--- src/rtl/alu_multicycle.sv ---
// alu_multicycle: handshaked ALU with single-cycle arithmetic/logic/shift/SLT
// operations and iterative (one bit per cycle) shift-add multiply and
// restoring divide producing full 2N-bit product / quotient+remainder.
//
// Ports:
//   clk, rst             clock, synchronous active-high reset
//   in_valid / in_ready  issue handshake; operands latched on acceptance
//   operation, sign      4-bit opcode, 1 = signed arithmetic
//   a, b                 N-bit operands
//   out_valid/out_ready  result handshake; results held until drained
//   result_lo            result / low product / quotient
//   result_hi            high product / remainder, 0 otherwise
//   zero, overflow, div_by_zero  flags registered with the result
module alu_multicycle #(
  parameter int unsigned N = 32
) (
  input  logic         clk,
  input  logic         rst,
  input  logic         in_valid,
  output logic         in_ready,
  input  logic [3:0]   operation,
  input  logic         sign,
  input  logic [N-1:0] a,
  input  logic [N-1:0] b,
  output logic         out_valid,
  input  logic         out_ready,
  output logic [N-1:0] result_lo,
  output logic [N-1:0] result_hi,
  output logic         zero,
  output logic         overflow,
  output logic         div_by_zero
);

  localparam int unsigned SHW = $clog2(N);

  localparam logic [3:0] OP_ADD = 4'h0;
  localparam logic [3:0] OP_SUB = 4'h1;
  localparam logic [3:0] OP_MUL = 4'h2;
  localparam logic [3:0] OP_DIV = 4'h3;
  localparam logic [3:0] OP_AND = 4'h4;
  localparam logic [3:0] OP_OR  = 4'h5;
  localparam logic [3:0] OP_NOT = 4'h6;
  localparam logic [3:0] OP_SLL = 4'h7;
  localparam logic [3:0] OP_SRL = 4'h8;
  localparam logic [3:0] OP_SRA = 4'h9;
  localparam logic [3:0] OP_SLT = 4'hA;

  typedef enum logic [1:0] {
    S_IDLE,
    S_MUL,
    S_DIV,
    S_DONE
  } state_e;

  state_e         state_q;
  logic [N-1:0]   acc_q;      // MUL: high partial product, DIV: partial remainder
  logic [N-1:0]   aux_q;      // MUL: multiplier/low product, DIV: dividend/quotient
  logic [N-1:0]   opnd_q;     // MUL: multiplicand magnitude, DIV: divisor magnitude
  logic [SHW-1:0] cnt_q;
  logic           sign_q;
  logic           neg_lo_q;   // negate quotient / whole product at the end
  logic           neg_hi_q;   // negate remainder at the end
  logic           div_ovf_q;  // signed MIN / -1
  logic           out_valid_q;
  logic [N-1:0]   res_lo_q;
  logic [N-1:0]   res_hi_q;
  logic           zero_q;
  logic           ovf_q;
  logic           dbz_q;

  logic           accept;
  logic [SHW-1:0] shamt;
  logic [N:0]     sum_w;
  logic [N:0]     diff_w;
  logic           lt_w;
  logic [N-1:0]   a_mag;
  logic [N-1:0]   b_mag;
  logic           neg_prod;
  logic           b_is_zero;

  logic [N-1:0]   sc_lo_d;
  logic [N-1:0]   sc_hi_d;
  logic           sc_zero_d;
  logic           sc_ovf_d;
  logic           sc_dbz_d;

  logic [N:0]     mul_add;
  logic [N-1:0]   mul_acc_d;
  logic [N-1:0]   mul_aux_d;
  logic [2*N-1:0] mul_prod;
  logic [N-1:0]   mul_lo_d;
  logic [N-1:0]   mul_hi_d;
  logic           mul_ovf_d;

  logic [N:0]     div_shl;
  logic           div_ge;
  logic [N-1:0]   div_sub;
  logic [N-1:0]   div_acc_d;
  logic [N-1:0]   div_aux_d;
  logic [N-1:0]   div_lo_d;
  logic [N-1:0]   div_hi_d;

  logic           last_iter;

  assign in_ready  = (state_q == S_IDLE) || ((state_q == S_DONE) && out_ready);
  assign accept    = in_valid && in_ready;

  assign shamt     = b[SHW-1:0];
  assign sum_w     = {1'b0, a} + {1'b0, b};
  assign diff_w    = {1'b0, a} - {1'b0, b};
  assign lt_w      = sign ? ($signed(a) < $signed(b)) : (a < b);
  assign a_mag     = (sign && a[N-1]) ? -a : a;
  assign b_mag     = (sign && b[N-1]) ? -b : b;
  assign neg_prod  = sign && (a[N-1] ^ b[N-1]);
  assign b_is_zero = (b == '0);
  assign last_iter = (cnt_q == SHW'(N - 1));

  // Single-cycle results, also covering DIV by zero.
  always_comb begin
    sc_lo_d  = '0;
    sc_hi_d  = '0;
    sc_ovf_d = 1'b0;
    sc_dbz_d = 1'b0;
    case (operation)
      OP_ADD: begin
        sc_lo_d  = sum_w[N-1:0];
        sc_ovf_d = sign ? ((a[N-1] == b[N-1]) && (sum_w[N-1] != a[N-1])) : sum_w[N];
      end
      OP_SUB: begin
        sc_lo_d  = diff_w[N-1:0];
        sc_ovf_d = sign ? ((a[N-1] != b[N-1]) && (diff_w[N-1] != a[N-1])) : diff_w[N];
      end
      OP_DIV: begin
        sc_lo_d  = '1;
        sc_hi_d  = a;
        sc_dbz_d = 1'b1;
      end
      OP_AND:  sc_lo_d = a & b;
      OP_OR:   sc_lo_d = a | b;
      OP_NOT:  sc_lo_d = ~a;
      OP_SLL:  sc_lo_d = a << shamt;
      OP_SRL:  sc_lo_d = a >> shamt;
      OP_SRA:  sc_lo_d = $signed(a) >>> shamt;
      OP_SLT:  sc_lo_d = {{(N-1){1'b0}}, lt_w};
      default: ;
    endcase
    // Undefined opcodes report every flag clear, including zero.
    sc_zero_d = (operation <= OP_SLT) && (sc_lo_d == '0);
  end

  // One shift-add multiply step and one restoring divide step per cycle;
  // the final step's outputs are sign-corrected and written to the result
  // registers directly so no extra cycle is spent on the fix-up.
  always_comb begin
    mul_add   = {1'b0, acc_q} + (aux_q[0] ? {1'b0, opnd_q} : '0);
    mul_acc_d = mul_add[N:1];
    mul_aux_d = {mul_add[0], aux_q[N-1:1]};
    mul_prod  = {mul_acc_d, mul_aux_d};
    if (neg_lo_q) begin
      mul_prod = -mul_prod;
    end
    mul_lo_d  = mul_prod[N-1:0];
    mul_hi_d  = mul_prod[2*N-1:N];
    mul_ovf_d = sign_q ? (mul_hi_d != {N{mul_lo_d[N-1]}}) : (mul_hi_d != '0);

    div_shl   = {acc_q, aux_q[N-1]};
    div_ge    = (div_shl >= {1'b0, opnd_q});
    div_sub   = div_shl[N-1:0] - opnd_q;
    div_acc_d = div_ge ? div_sub : div_shl[N-1:0];
    div_aux_d = {aux_q[N-2:0], div_ge};
    div_lo_d  = neg_lo_q ? -div_aux_d : div_aux_d;
    div_hi_d  = neg_hi_q ? -div_acc_d : div_acc_d;
  end

  always_ff @(posedge clk) begin
    if (rst) begin
      state_q     <= S_IDLE;
      acc_q       <= '0;
      aux_q       <= '0;
      opnd_q      <= '0;
      cnt_q       <= '0;
      sign_q      <= 1'b0;
      neg_lo_q    <= 1'b0;
      neg_hi_q    <= 1'b0;
      div_ovf_q   <= 1'b0;
      out_valid_q <= 1'b0;
      res_lo_q    <= '0;
      res_hi_q    <= '0;
      zero_q      <= 1'b0;
      ovf_q       <= 1'b0;
      dbz_q       <= 1'b0;
    end else if (accept) begin
      sign_q <= sign;
      cnt_q  <= '0;
      if (operation == OP_MUL) begin
        state_q     <= S_MUL;
        out_valid_q <= 1'b0;
        acc_q       <= '0;
        aux_q       <= b_mag;
        opnd_q      <= a_mag;
        neg_lo_q    <= neg_prod;
      end else if ((operation == OP_DIV) && !b_is_zero) begin
        state_q     <= S_DIV;
        out_valid_q <= 1'b0;
        acc_q       <= '0;
        aux_q       <= a_mag;
        opnd_q      <= b_mag;
        neg_lo_q    <= neg_prod;
        neg_hi_q    <= sign && a[N-1];
        div_ovf_q   <= sign && (a == {1'b1, {(N-1){1'b0}}}) && (b == '1);
      end else begin
        state_q     <= S_DONE;
        out_valid_q <= 1'b1;
        res_lo_q    <= sc_lo_d;
        res_hi_q    <= sc_hi_d;
        zero_q      <= sc_zero_d;
        ovf_q       <= sc_ovf_d;
        dbz_q       <= sc_dbz_d;
      end
    end else begin
      case (state_q)
        S_MUL: begin
          acc_q <= mul_acc_d;
          aux_q <= mul_aux_d;
          cnt_q <= cnt_q + SHW'(1);
          if (last_iter) begin
            state_q     <= S_DONE;
            out_valid_q <= 1'b1;
            res_lo_q    <= mul_lo_d;
            res_hi_q    <= mul_hi_d;
            zero_q      <= (mul_lo_d == '0);
            ovf_q       <= mul_ovf_d;
            dbz_q       <= 1'b0;
          end
        end
        S_DIV: begin
          acc_q <= div_acc_d;
          aux_q <= div_aux_d;
          cnt_q <= cnt_q + SHW'(1);
          if (last_iter) begin
            state_q     <= S_DONE;
            out_valid_q <= 1'b1;
            res_lo_q    <= div_lo_d;
            res_hi_q    <= div_hi_d;
            zero_q      <= (div_lo_d == '0);
            ovf_q       <= div_ovf_q;
            dbz_q       <= 1'b0;
          end
        end
        S_DONE: begin
          if (out_ready) begin
            state_q     <= S_IDLE;
            out_valid_q <= 1'b0;
          end
        end
        default: ;
      endcase
    end
  end

  assign out_valid   = out_valid_q;
  assign result_lo   = res_lo_q;
  assign result_hi   = res_hi_q;
  assign zero        = zero_q;
  assign overflow    = ovf_q;
  assign div_by_zero = dbz_q;

endmodule

--- config.mk ---
export PLATFORM = sky130hd
export DESIGN_NAME = alu_multicycle
export DESIGN_NICKNAME = d
export VERILOG_FILES = /design/src/rtl/alu_multicycle.sv
export SDC_FILE = /design/constraint.sdc
export NUM_CORES = 2
export LEC_CHECK = 0
export ABC_AREA = 0
export CAP_MARGIN = 25
export CORE_MARGIN = 2
export CORE_UTILIZATION = 35
export CTS_CLUSTER_DIAMETER = 30
export DETAILED_ROUTE_END_ITERATION = 12
export PLACE_DENSITY = 0.52
export REMOVE_ABC_BUFFERS = 1
export SLEW_MARGIN = 5
export SYNTH_ARGS = -nofsm -noshare
export SYNTH_HDL_FRONTEND = slang
export SYNTH_SLANG_ARGS = --single-unit
--- constraint.sdc ---
create_clock -name clk -period 17.4 [get_ports clk]
set_clock_uncertainty 0.1 [all_clocks]
set_input_delay 3.48 -clock clk [delete_from_list [all_inputs] [get_ports clk]]
set_output_delay 3.48 -clock clk [all_outputs]
set_load 0.01 [all_outputs]
==> impl_results.md <==
* Status: finished, final reports clean
* Crit path cell chain: buf_2 > buf_4 > clkinv_1 > ha_1 > inv_1 > o21ai_1 > a211oi_1 > o21ai_0 > and2_1 > a2111oi_0 > o21ai_0 > nor4bb_1 > nand4b_1 > nor4_1 > nand3_1 > o31a_1 > a2111oi_2
* Grt total ovfl at 0
* WP data required at 17.70 ns
* Post-synthesis simple-gate area fraction at 0.252
* Area delta synth->final at 10.0%
* Wire per inst at 27.8 um
* CP max FO at between 50 and 60
* First-pass GRT wire length at around 200000 um
* Routed Antenna Nets at 0
* Finished Cell Area at 30800 sq um
* Sw Share at 0.597
* Mux contribution to synthesized area at 0.0916
* Die W at 287 um
* Leading post-synthesis cells by cell area: dfxtp_1 13%, ha_1 7.7%, nor2_1 6.7%, a21oi_1 5.6%, nand2_1 5.4%
* Setup tns final at 0 ns
* Final setup viols at 0
* Pint at 2.21 mW
* Mapped Cells at approximately 4100
* Largest net degree at the start of global routing at 83
* Htree depth at 4
* Fin. Hold Viols at 0
* Compound-Gate Fraction of Synth Area at 0.313
* Synthesized area at 28000 sq um
* Placed insts at 5012
* Initial Util at 0.354
* Ys flop type: dfxtp_1
* CTS Hold Buffers Added at 0
* Seq pwr share at 0.119
* Die Y-Extent at 287 um
* Maximum VDD drop at 0.322 mV
* Commonest cells in the synthesized netlist: 499 x nor2_1, 399 x nand2_1, 314 x a21oi_1
* DRC at 0
* I/O Buffers at approximately 140
* Core footprint at 79000 sq um
* Normalized max-slew margin at 0.291
* Root buf cell: clkbuf_16
* CTS tree: done
* Final HPWL DP at 106000 um
* Max-Cap Viols at 0
* Largest family of logic cells by synthesized area: compound AO/OA/AOI/OAI gates
* Post-synthesis xor/xnor area fraction at 0.0686
* Seq/Total Area, Yosys at 0.125
* Leak at 11.5 nW
* Row Count at between 100 and 150
* RSZ-0062 raised after global routing: no
* Cells resized by post-CTS repair at 0
* Layout cells sized above 1 at 0.0708
* Pre-antenna DRT Iters at 6
* Gp weighted congestion at 1.01
* Syn avg cell area at around 6.9 sq um
* PD cells at roughly 180 nW/um^2
* Comb power frac at 0.809
* CP max stage cell: clkinv_1
* Flop-to-flop setup slack at 9.64 ns
* Slowest stage delay, CP at between 0.7 and 0.8 ns
* Top-count cell post-synth: nor2_1
* Hold Crit Class: reg -> reg
* Routed WL at about 140000 um
* Seq cells post-synth at 175
* Fin crit period at 8.91 ns
* Net switching power figure at 3.27 mW
* DRT iter0 DRCs at 4114
* Initial antenna violation count at 7
* DP Area at 30200 sq um
* Crit path launch type: input port
* Clock sinks at around 180
* Die ar. at slightly above 80000 sq um
* Vias in the first global route at slightly above 30000
* Power Total at 5.48 mW
* Vias at 32804
* Crit. End Element: flop
* Adder-Cell Fraction of Synth Area at 0.0802
* Setup Buffers After CTS at 0
* Clk_lat worst skew at 0.51 ns
* Slew Limit Fails at 0
* Global-route usage over all layers at 0.330
* Unique masters post-synth at 97
* Number of enable flip-flop cells after synthesis at 0
* DR vias/cell at 6.50
* Core Util, Final at 0.390
* Final worst path period share at 0.512
* Yosys warnings at 0
* Slew @ Worst Pin at 1.06 ns
* Post-synth top area cell: dfxtp_1
* Post-synth top area share at 0.125
* Async set-or-reset flop fraction in the synthesized netlist at 0
* Num ports at 142
* Final nets at 4232
* Worst EP arrival at 9.21 ns
* Most frequent cell on the critical path: o21ai_0
* Setup CP Type: in -> reg
* Post-Layout Cell Count at 5046
* Cts bufs inserted at 17
* Clock power share at 0.072
* Clock buffer depth at 2
* Peak Freq at 112 MHz
* Clock slew seen by the registers of the worst setup and hold paths at 0.08 ns
-- critical path: cells and delay by family --
| kind | cells | cell delay (ns) |
|---|---|---|
| AOI/OAI and AO/OA | 7 | 2.24 |
| adders and majority gates | 1 | 0.64 |
| buffers and inverters | 4 | 1.50 |
| and+or+nand+nor | 5 | 1.33 |
-- cell families after synthesis --
kind of cell               after synthesis
and+or+nand+nor                       1496
AOI/OAI and AO/OA                     1313
buffers and inverters                  511
xor gates and xnor gates               219
adders and majority gates              177
DFF                                    175
muxes                                  173
-- final timing paths --
check                                 from         end  cells past startpoint
worst max-delay path                  b[4]        zero                     17
worst min-delay path            opnd_q[16]  opnd_q[16]                      2
worst max register to register   aux_q[31]        zero                     25
worst min register to register  opnd_q[16]  opnd_q[16]                      2
-- flip-flops by register name, summed over array words and instances (netlist names) --
register and cells:
overflow 1, zero 1, result_hi 32, cnt_q 5, acc_q 32, sign_q 1
aux_q 32, out_valid 1, opnd_q 32, state_q 2, div_by_zero 1, result_lo 32
neg_lo_q 1, div_ovf_q 1, neg_hi_q 1
-- cell usage in the layout, fill, tap and decap left out, types with 17 or more instances in the layout --
master and instances:
mux4_2 63, mux2i_1 77, and3_1 36, o221ai_1 19
or3_1 42, nor2_1 495, nor2b_1 21, o21bai_1 29
a221oi_1 24, o21ai_1 24, o22ai_1 37, a31oi_1 56
o31ai_1 46, a21oi_1 312, nand2b_1 30, clkdlybuf4s50_1 135
mux2_2 28, buf_4 96, a221o_1 17, and2_1 27
xnor2_1 152, o211ai_1 75, nand2_1 396, o21ai_0 232
a211o_1 18, clkbuf_16 17, a211oi_1 111, a22oi_1 45
o21a_1 32, inv_1 162, ha_1 172, nand3_1 84
xor2_1 67, a21o_1 56, nor4_1 36, nor3_1 155
nand4_1 49, dfxtp_1 174
-- power groups by stage --
stage | combinational, mW | sequential [mW] | clock (mW)
floorplan | 2.90 | 0.627 | 0
global placement | 4.30 | 0.655 | 0
detailed placement | 4.29 | 0.655 | 0
CTS | 4.31 | 0.646 | 0.401
global route | 4.76 | 0.661 | 0.413
finish | 4.43 | 0.649 | 0.396
-- metal layers --
layer | vias to the layer above | part of all wire | track usage | wire (um)
li1 | 14889 | - | - | -
met1 | 15724 | 0.41 | 0.434 | 57300
met2 | 1830 | 0.44 | 0.518 | 61600
met3 | 351 | 0.089 | 0.0542 | 12500
met4 | 10 | 0.061 | 0.176 | 8590
met5 | - | 0.00061 | 0.000581 | 85
-- layout make-up --
cell class / instances / area, sq um
Fill cell: 8444 / 48200
Tap cell: 1050 / 1310
Clock buffer: 20 / 447
Sequential cell: 175 / 3510
Multi-Input combinational cell: 3378 / 22600
Clock inverter: 12 / 101
Antenna cell: 1 / 2.50
Timing Repair Buffer: 240 / 2140
Inverter: 170 / 638
-- metrics by stage --
step	worst slack [ns]	hold slack (ns)
6_report	8.49	0.352
5_1_grt	8.14	0.370
4_1_cts	8.54	0.354
3_5_place_dp	8.02	0.345
3_3_place_gp	7.93	0.341
2_1_floorplan	6.86	0.326
(Power assumes the default switching activity.)
